===== src/rtl/masked_and_scheduler_if.sv =====
// Bundle of request, randomness, gadget and response signals for masked_and_scheduler.
// The slave modport is the scheduler's view; master is the surrounding system.
interface masked_and_scheduler_if #(
   parameter int SHARES = 4,
   parameter int RND_W  = 16
);
   logic              req0_valid;
   logic              req0_ready;
   logic [SHARES-1:0] req0_a;
   logic [SHARES-1:0] req0_b;
   logic              req1_valid;
   logic              req1_ready;
   logic [SHARES-1:0] req1_a;
   logic [SHARES-1:0] req1_b;
   logic              rnd_valid;
   logic              rnd_ready;
   logic [RND_W-1:0]  rnd;
   logic [SHARES-1:0] g_a;
   logic [SHARES-1:0] g_b;
   logic [RND_W-1:0]  g_r;
   logic              g_issue;
   logic [SHARES-1:0] g_c;
   logic              rsp_valid;
   logic              rsp_ready;
   logic              rsp_id;
   logic [SHARES-1:0] rsp_c;
   logic              busy;
   logic              rnd_repeat_err;

   modport slave (
      input  req0_valid, req0_a, req0_b,
      output req0_ready,
      input  req1_valid, req1_a, req1_b,
      output req1_ready,
      input  rnd_valid, rnd,
      output rnd_ready,
      output g_a, g_b, g_r, g_issue,
      input  g_c,
      output rsp_valid, rsp_id, rsp_c,
      input  rsp_ready,
      output busy, rnd_repeat_err
   );

   modport master (
      output req0_valid, req0_a, req0_b,
      input  req0_ready,
      output req1_valid, req1_a, req1_b,
      input  req1_ready,
      output rnd_valid, rnd,
      input  rnd_ready,
      input  g_a, g_b, g_r, g_issue,
      output g_c,
      input  rsp_valid, rsp_id, rsp_c,
      output rsp_ready,
      input  busy, rnd_repeat_err
   );
endinterface


===== src/rtl/masked_and_scheduler.sv =====
// Round-robin sequencer sharing one registered masked AND gadget between two requesters.
// Optional macro RND_REPEAT_CHECK_EN flags a consumed randomness word equal to the previous one.
module masked_and_scheduler #(
   parameter int SHARES  = 4,
   parameter int RND_W   = 16,
   parameter int LATENCY = 1
) (
   input logic                 clk,
   input logic                 rst,
   masked_and_scheduler_if.slave bus
);

   localparam logic [1:0] IDLE  = 2'd0;
   localparam logic [1:0] ISSUE = 2'd1;
   localparam logic [1:0] WAIT  = 2'd2;
   localparam logic [1:0] RESP  = 2'd3;

   localparam logic [2:0] LAT = 3'(LATENCY);

   logic [1:0]        state;
   logic              last_grant;
   logic [2:0]        cnt;
   logic [SHARES-1:0] op_a;
   logic [SHARES-1:0] op_b;
   logic [RND_W-1:0]  op_r;
   logic              op_id;
   logic [SHARES-1:0] rsp_c_q;

   logic              grant;
   logic              grant_id;

   // Arbitration is gated by rst so every ready drops the moment reset asserts.
   always_comb begin
      grant    = 1'b0;
      grant_id = 1'b0;
      if (state == IDLE && !rst && bus.rnd_valid) begin
         if (bus.req0_valid && bus.req1_valid) begin
            grant    = 1'b1;
            grant_id = ~last_grant;
         end else if (bus.req0_valid) begin
            grant    = 1'b1;
            grant_id = 1'b0;
         end else if (bus.req1_valid) begin
            grant    = 1'b1;
            grant_id = 1'b1;
         end
      end
   end

   assign bus.req0_ready = grant & ~grant_id;
   assign bus.req1_ready = grant &  grant_id;
   assign bus.rnd_ready  = grant;

   // Operand and randomness registers only hold data during ISSUE, keeping the gadget quiet otherwise.
   always_ff @(posedge clk or posedge rst) begin
      if (rst) begin
         state      <= IDLE;
         last_grant <= 1'b1;
         cnt        <= 3'd0;
         op_a       <= '0;
         op_b       <= '0;
         op_r       <= '0;
         op_id      <= 1'b0;
         rsp_c_q    <= '0;
      end else begin
         case (state)
            IDLE: begin
               if (grant) begin
                  op_a       <= grant_id ? bus.req1_a : bus.req0_a;
                  op_b       <= grant_id ? bus.req1_b : bus.req0_b;
                  op_r       <= bus.rnd;
                  op_id      <= grant_id;
                  last_grant <= grant_id;
                  state      <= ISSUE;
               end
            end
            ISSUE: begin
               op_a  <= '0;
               op_b  <= '0;
               op_r  <= '0;
               cnt   <= 3'd1;
               state <= WAIT;
            end
            WAIT: begin
               if (cnt == LAT) begin
                  rsp_c_q <= bus.g_c;
                  cnt     <= 3'd0;
                  state   <= RESP;
               end else begin
                  cnt <= cnt + 3'd1;
               end
            end
            RESP: begin
               if (bus.rsp_ready) begin
                  rsp_c_q <= '0;
                  state   <= IDLE;
               end
            end
            default: state <= IDLE;
         endcase
      end
   end

   assign bus.g_a       = op_a;
   assign bus.g_b       = op_b;
   assign bus.g_r       = op_r;
   assign bus.g_issue   = (state == ISSUE);
   assign bus.rsp_valid = (state == RESP);
   assign bus.rsp_id    = op_id;
   assign bus.rsp_c     = rsp_c_q;
   assign bus.busy      = (state != IDLE);

`ifdef RND_REPEAT_CHECK_EN
   logic [RND_W-1:0] rnd_last;
   logic             repeat_err;

   // Compare each consumed word with the previous one; the flag stays set until reset.
   always_ff @(posedge clk or posedge rst) begin
      if (rst) begin
         rnd_last   <= '0;
         repeat_err <= 1'b0;
      end else if (grant) begin
         rnd_last <= bus.rnd;
         if (bus.rnd == rnd_last) begin
            repeat_err <= 1'b1;
         end
      end
   end

   assign bus.rnd_repeat_err = repeat_err;
`else
   assign bus.rnd_repeat_err = 1'b0;
`endif

endmodule

===== src/flat_wrapper.sv =====
// flat-port wrapper written by rule: the top's interface ports become plain ports
module masked_and_scheduler_flat 
#(
   parameter int SHARES  = 4,
   parameter int RND_W   = 16,
   parameter int LATENCY = 1
)
  (clk, rst, bus_req0_valid, bus_req0_a, bus_req0_b, bus_req0_ready, bus_req1_valid, bus_req1_a, bus_req1_b, bus_req1_ready, bus_rnd_valid, bus_rnd, bus_rnd_ready, bus_g_a, bus_g_b, bus_g_r, bus_g_issue, bus_g_c, bus_rsp_valid, bus_rsp_id, bus_rsp_c, bus_rsp_ready, bus_busy, bus_rnd_repeat_err);
  masked_and_scheduler_if #(.SHARES(SHARES), .RND_W(RND_W)) bus_i ();
  input logic clk;
  input logic rst;
  input wire logic [$bits(bus_i.req0_valid)-1:0] bus_req0_valid;
  input wire logic [$bits(bus_i.req0_a)-1:0] bus_req0_a;
  input wire logic [$bits(bus_i.req0_b)-1:0] bus_req0_b;
  output wire logic [$bits(bus_i.req0_ready)-1:0] bus_req0_ready;
  input wire logic [$bits(bus_i.req1_valid)-1:0] bus_req1_valid;
  input wire logic [$bits(bus_i.req1_a)-1:0] bus_req1_a;
  input wire logic [$bits(bus_i.req1_b)-1:0] bus_req1_b;
  output wire logic [$bits(bus_i.req1_ready)-1:0] bus_req1_ready;
  input wire logic [$bits(bus_i.rnd_valid)-1:0] bus_rnd_valid;
  input wire logic [$bits(bus_i.rnd)-1:0] bus_rnd;
  output wire logic [$bits(bus_i.rnd_ready)-1:0] bus_rnd_ready;
  output wire logic [$bits(bus_i.g_a)-1:0] bus_g_a;
  output wire logic [$bits(bus_i.g_b)-1:0] bus_g_b;
  output wire logic [$bits(bus_i.g_r)-1:0] bus_g_r;
  output wire logic [$bits(bus_i.g_issue)-1:0] bus_g_issue;
  input wire logic [$bits(bus_i.g_c)-1:0] bus_g_c;
  output wire logic [$bits(bus_i.rsp_valid)-1:0] bus_rsp_valid;
  output wire logic [$bits(bus_i.rsp_id)-1:0] bus_rsp_id;
  output wire logic [$bits(bus_i.rsp_c)-1:0] bus_rsp_c;
  input wire logic [$bits(bus_i.rsp_ready)-1:0] bus_rsp_ready;
  output wire logic [$bits(bus_i.busy)-1:0] bus_busy;
  output wire logic [$bits(bus_i.rnd_repeat_err)-1:0] bus_rnd_repeat_err;
  assign bus_i.req0_valid = bus_req0_valid;
  assign bus_i.req0_a = bus_req0_a;
  assign bus_i.req0_b = bus_req0_b;
  assign bus_req0_ready = bus_i.req0_ready;
  assign bus_i.req1_valid = bus_req1_valid;
  assign bus_i.req1_a = bus_req1_a;
  assign bus_i.req1_b = bus_req1_b;
  assign bus_req1_ready = bus_i.req1_ready;
  assign bus_i.rnd_valid = bus_rnd_valid;
  assign bus_i.rnd = bus_rnd;
  assign bus_rnd_ready = bus_i.rnd_ready;
  assign bus_g_a = bus_i.g_a;
  assign bus_g_b = bus_i.g_b;
  assign bus_g_r = bus_i.g_r;
  assign bus_g_issue = bus_i.g_issue;
  assign bus_i.g_c = bus_g_c;
  assign bus_rsp_valid = bus_i.rsp_valid;
  assign bus_rsp_id = bus_i.rsp_id;
  assign bus_rsp_c = bus_i.rsp_c;
  assign bus_i.rsp_ready = bus_rsp_ready;
  assign bus_busy = bus_i.busy;
  assign bus_rnd_repeat_err = bus_i.rnd_repeat_err;
  masked_and_scheduler #(.SHARES(SHARES), .RND_W(RND_W), .LATENCY(LATENCY)) u_core (.clk(clk), .rst(rst), .bus(bus_i));
endmodule

===== config.mk =====
export PLATFORM = sky130hd
export DESIGN_NAME = masked_and_scheduler_flat
export DESIGN_NICKNAME = d
export VERILOG_FILES = /design/src/rtl/masked_and_scheduler_if.sv /design/src/rtl/masked_and_scheduler.sv /design/src/flat_wrapper.sv
export SDC_FILE = /design/constraint.sdc
export NUM_CORES = 1
export LEC_CHECK = 0
export BUFFER_PORTS_ARGS = -buffer_cell sky130_fd_sc_hd__buf_4
export CAP_MARGIN = 20
export CORE_ASPECT_RATIO = 1.75
export CORE_MARGIN = 2
export CORE_UTILIZATION = 41
export CTS_BUF_LIST = sky130_fd_sc_hd__clkbuf_2 sky130_fd_sc_hd__clkbuf_4 sky130_fd_sc_hd__clkbuf_8
export DETAILED_ROUTE_END_ITERATION = 10
export PLACE_DENSITY = 0.82
export SLEW_MARGIN = 25
export SYNTH_ARGS = -nofsm -noshare
export SYNTH_HDL_FRONTEND = slang
export SYNTH_SLANG_ARGS = --single-unit

===== constraint.sdc =====
create_clock -name clk -period 3.35 [get_ports clk]
set_input_delay 0.335 -clock clk [delete_from_list [all_inputs] [get_ports clk]]
set_output_delay 0.335 -clock clk [all_outputs]
set_load 0.005 [all_outputs]

**Word-level counts from Yosys, hierarchy flattened**

Index checks and enable logic that the tools add are counted.

- Bitwise gates (word level): 4
- Equality and inequality tests: 7
- Reduce and logical (&&, ||, !) cells: 13
- Add/sub/neg operators: 1
- Multiplexer cells: 24

Operators by type and width:

| cell | count |
|---|---|
| case mux 16 bit (2 select lines) | 1 |
| two-way mux 4 bit | 6 |
| case mux 4 bit (2 select lines) | 3 |
| two-way mux 16 bit | 1 |
| case mux 2 bit (4 select lines) | 1 |
| nonzero test 2 bit | 4 |
| two-way mux 1 bit | 7 |
| two-way mux 2 bit | 3 |
| inequality test 2 x 1 -> 1 bit, second input constant | 3 |
| case mux 3 bit (2 select lines) | 1 |
| AND reduction 3 bit | 2 |
| equality test 2 bit, second input constant | 2 |
| AND reduction 2 bit | 2 |
| adder 3 x 1 -> 3 bit, second input constant | 1 |
| equality test 3 x 1 -> 1 bit, second input constant | 1 |
| logical AND 1 bit | 3 |
| two-way mux 3 bit | 1 |
| bitwise AND 1 bit | 2 |
| equality test 2 x 1 -> 1 bit, second input constant | 1 |
| logical NOT 2 bit | 1 |
| NOT 1 bit | 2 |
| logical NOT 1 bit | 1 |

- Input port bits: 42
- Logic and storage cells: 57
- Register bits after elaboration: 35

**Logic depth before layout (Yosys ltp)**

- Depth in word-level cells: 7
- Mapped depth: 8
- Depth with buffers taken out: 7

**Least setup slack after synthesis**

OpenSTA, ideal clock, no wires.

- Path type: register to output
- Start point: register u_core.state[0]
- End point: output port bus_req0_ready
- Data arrival time: 1.354 ns
- Data required time: 3.015 ns
- Path slack: 1.661 ns
- Cell stages (with the launch flop): 8
- Cells stage by stage: dfrtp_1 -> inv_1 -> ha_1 -> and3b_2 -> nand3_1 -> buf_4 -> inv_1 -> nor2_1

- Longest elaborated chain between the ends: 6
- Elaborated cells on any way between the ends: 7
- Those cells by class: mux (2); bitwise (2); reduce/logical (3)

RTL lines:

| what | line | text |
|---|---|---|
| start, declared | masked_and_scheduler.sv:20 | `logic [1:0] state;` |
| start signal, assigned | masked_and_scheduler.sv:57 | `state <= IDLE;` |
| start signal, assigned | masked_and_scheduler.sv:74 | `state <= ISSUE;` |
| start signal, assigned | masked_and_scheduler.sv:82 | `state <= WAIT;` |
| logical NOT 2 bit (*) | masked_and_scheduler.sv:36 | `if (state == IDLE && !rst && bus.rnd_valid) begin` |
| logical AND 1 bit (*) (2 in a row) | masked_and_scheduler.sv:36 |  |
| two-way mux 1 bit | masked_and_scheduler.sv:36 |  |
| NOT 1 bit | masked_and_scheduler.sv:50 | `assign bus.req0_ready = grant & ~grant_id;` |
| bitwise AND 1 bit (*) | masked_and_scheduler.sv:50 |  |
| end, declared | flat_wrapper.sv:15 | `output wire logic [$bits(bus_i.req0_ready)-1:0] bus_req0_ready;` |

Mark *: on every way between the ends. The rest lies on a longest branch, timed or not.

**Worst setup path after layout**

- Start point: register u_core.state[1]
- End point: output port bus_req0_ready

Same word-level chain as after synthesis.

==> summary.md <==
| Metric | Value |
|---|---|
| Status | `complete, no violations` |
| Diode count | `0` |
| First-pass GRT wire length | `5780 um` |
| Mapped Area | `0.00162 sq mm` |
| CP startpoint kind | `flop` |
| Crit end category | `output port` |
| # port buffers | `76` |
| Cell Rows | `30` |
| Gate count of the mapped netlist | `128` |
| Layout Area Growth over Synthesis | `41.7%` |
| Depth of the CTS H-tree | `2` |
| Crit-path slowest cell | `nand3_1` |
| Initial antenna violation count | `0` |
| Clock Latency Late Sink | `0.29 ns` |
| Leakage | `1.26 nW` |
| Largest net degree at the start of global routing | `25` |
| Main synth FF type | `dfrtp_1` |
| Sequential share of the synthesized area | `54.0%` |
| Syn nets | `175` |
| Vias in the first global route | `1239` |
| Die height | `87.3 um` |
| DR DRC count | `0` |
| Layout cells sized above 1 | `46.9%` |
| Largest stage delay on the critical path | `0.43 ns` |
| FILL cells | `349` |
| Critical path type | `flop to output port` |
| Clock Sinks | `35` |
| RSZ-0062 raised after global routing | `false` |
| Number of synthesized flops with an enable pin | `0` |
| Average wire per standard cell | `14.7 um` |
| Overall die width | `51.6 um` |
| Max Slew Vio Count | `0` |
| YS warnings | `0` |
| Max Freq | `419 MHz` |
| TritonCTS buffer count | `5` |
| Pwr Total | `1.89 mW` |
| CP required | `3.01 ns` |
| Final min period | `2.39 ns` |
| Most frequent CP cell | `inv_1` |
| Syn_area_per_cell | `12.7 sq um` |
| CTS root buffer | `clkbuf_8` |
| DR vias | `1271` |
| Worst IR Drop VDD | `0.445 mV` |
| Drt total wl | `3760 um` |
| HPWL Detailed | `2940 um` |
| Switch share | `33.5%` |
| Max-cap violations | `0` |
| Total track usage | `17.4%` |
| Ports | `78` |
| CTS resizes | `0` |
| Cell accounting for the most synthesized area | `dfrtp_1` |
| Slew HR | `56.0%` |
| Starting DRT DRC Count | `7` |
| Delay-heaviest family, CP | `simple AND/OR/NAND/NOR gates` |
| CTS tree | `built` |
| Final nets | `253` |
| Combinational power share | `46.7%` |
| Critical-path cell list | `inv_1 > ha_1 > and3b_2 > nand3_1 > inv_1 > nor2_1 > buf_4` |
| Reg clk slew, reported paths | `0.07 ns` |
| Cell with the most instances after synthesis | `dfrtp_1` |
| Core Area | `0.00383 sq mm` |
| HP Class | `input port to asynchronous set/reset pin` |
| Worst Tran Pin Value | `0.659 ns` |
| Number of buffers added for setup after CTS | `0` |
| Final Cycle Share | `71.3%` |
| Part of the power in registers | `37.5%` |
| Asr flop ratio synth | `100%` |
| Synth top area cells | `dfrtp_1, a22o_1, mux2i_1, o2bb2ai_1, ha_1` |
| Setup_tns | `0 ns` |
| Gpl congestion | `0.718` |
| Buffers and inverters on the worst path | `3` |
| Worst Skew | `0.00832 ns` |
| WP data arrival | `2.05 ns` |
| Pint | `1.26 mW` |
| Psw | `0.634 mW` |
| Pwr dens | `823 mW/mm^2` |
| Initial core utilization | `42.4%` |
| First-pass DRT Iterations | `4` |
| Grt total ovfl | `0` |
| Register bit total from synthesis | `35` |
| Synth top cells by count | `dfrtp_1, a22o_1, mux2i_1` |
| Critical Path Fanout Max | `11` |
| Setup violators final | `0` |
| Die area | `0.00450 sq mm` |
| Clk pwr share | `15.9%` |
| Netlist cell types | `29` |
| Hold buffer count at CTS | `0` |
| CTS max path bufs | `2` |
| Final hold violation count | `0` |
| Post-synth top area share | `52.4%` |
| Via density | `4.98` |
| Antenna viol nets, final | `0` |
[state kept, by name, summed over array words and instances, names as in the netlist]
signal             cells
u_core.bus.g_r        16
u_core.bus.g_a         4
u_core.bus.g_b         4
u_core.bus.rsp_c       4
u_core.cnt             3
u_core.state           2
u_core.bus.rsp_id      1
u_core.last_grant      1
[cell usage in the layout (no fill, tap or decap), drive strengths merged, types with 4 or more instances in the layout]
master and n:
a22o 16, and2b 4, buf 77, clkbuf 6, dfrtp 34, ha 5
inv 9, mux2 4, mux2i 10, nand2 7, nor2 4, o21ai 7
o2bb2ai 8
[through the flow]
stage	hold slack (ns)	setup WS [ns]	cell area [sq um]	cells	util, %
3_3_place_gp	0.458	1.32	2210	247	57.8
6_report	0.151	0.963	2300	255	60.1
4_1_cts	0.174	0.941	2300	255	60.1
3_5_place_dp	0.454	1.26	2210	247	57.8
5_1_grt	0.208	0.789	2300	255	60.1
2_1_floorplan	0.439	1.66	1620	128	-
[layout make-up]
type	count	area, sq um	share of cell area, %
sequential	35	877	38.1
multi-input combinational	78	661	28.7
timing repair buffer	77	578	25.1
clock buffer	6	76.3	3.32
tap	48	60.1	2.61
inverter	9	36.3	1.58
clock inverter	2	12.5	0.544
[worst register-to-register path: cells and delay by family (launching register included)]
| family | cells | cell delay (ns) |
|---|---|---|
| compound gates | 3 | 0.86 |
| fa+ha+maj | 1 | 0.23 |
| buf+inv | 2 | 0.16 |
| flops | 1 | 0.38 |
| simple gates | 1 | 0.24 |
[power by group through the flow]
stage                     logic [mW]  registers, mW  clock network, mW
after detailed placement       0.891          0.714                  0
after CTS                      0.894          0.708              0.310
after global placement         0.869          0.710                  0
final                          0.884          0.709              0.301
after global routing           0.958          0.733              0.331
after floorplan                0.506          0.716                  0
[metal layers]
metal	vias to the layer above	GRT usage [%]	routed length (um)
li1	612	-	-
met1	608	19.0	1370
met2	42	31.2	2120
met3	9	3.61	186
met4	0	7.89	81
met5	-	0	0
[logic make-up (layout without fill, tap and decap cells)]
| kind of cell | count (synthesis) | in the layout | share of synthesized area (%) |
|---|---|---|---|
| adder cells (fa/ha/maj) | 5 | 5 | 3.85 |
| AO/OA/AOI/OAI | 36 | 36 | 19.4 |
| multiplexers | 14 | 14 | 9.86 |
| AND/OR/NAND/NOR | 22 | 22 | 7.32 |
| other | 1 | 1 | 0.231 |
| buffers and inverters | 15 | 94 | 5.32 |
| flip-flops | 35 | 35 | 54.0 |
[final timing paths]
check | start | endpoint | slack [ns] | cells after the start
min | rst | u_core.bus.g_r[1] | 0.15 | 2
min reg2reg | u_core.last_grant | u_core.last_grant | 0.47 | 2
max reg2reg | u_core.state[0] | u_core.bus.g_r[15] | 1.42 | 7
max in group asynchronous | rst | u_core.last_grant | 2.45 | 3
max | u_core.state[1] | bus_req0_ready | 0.96 | 7
min in group clk | bus_rnd[10] | u_core.bus.g_r[10] | 0.26 | 2
(Power assumes the default switching activity.)
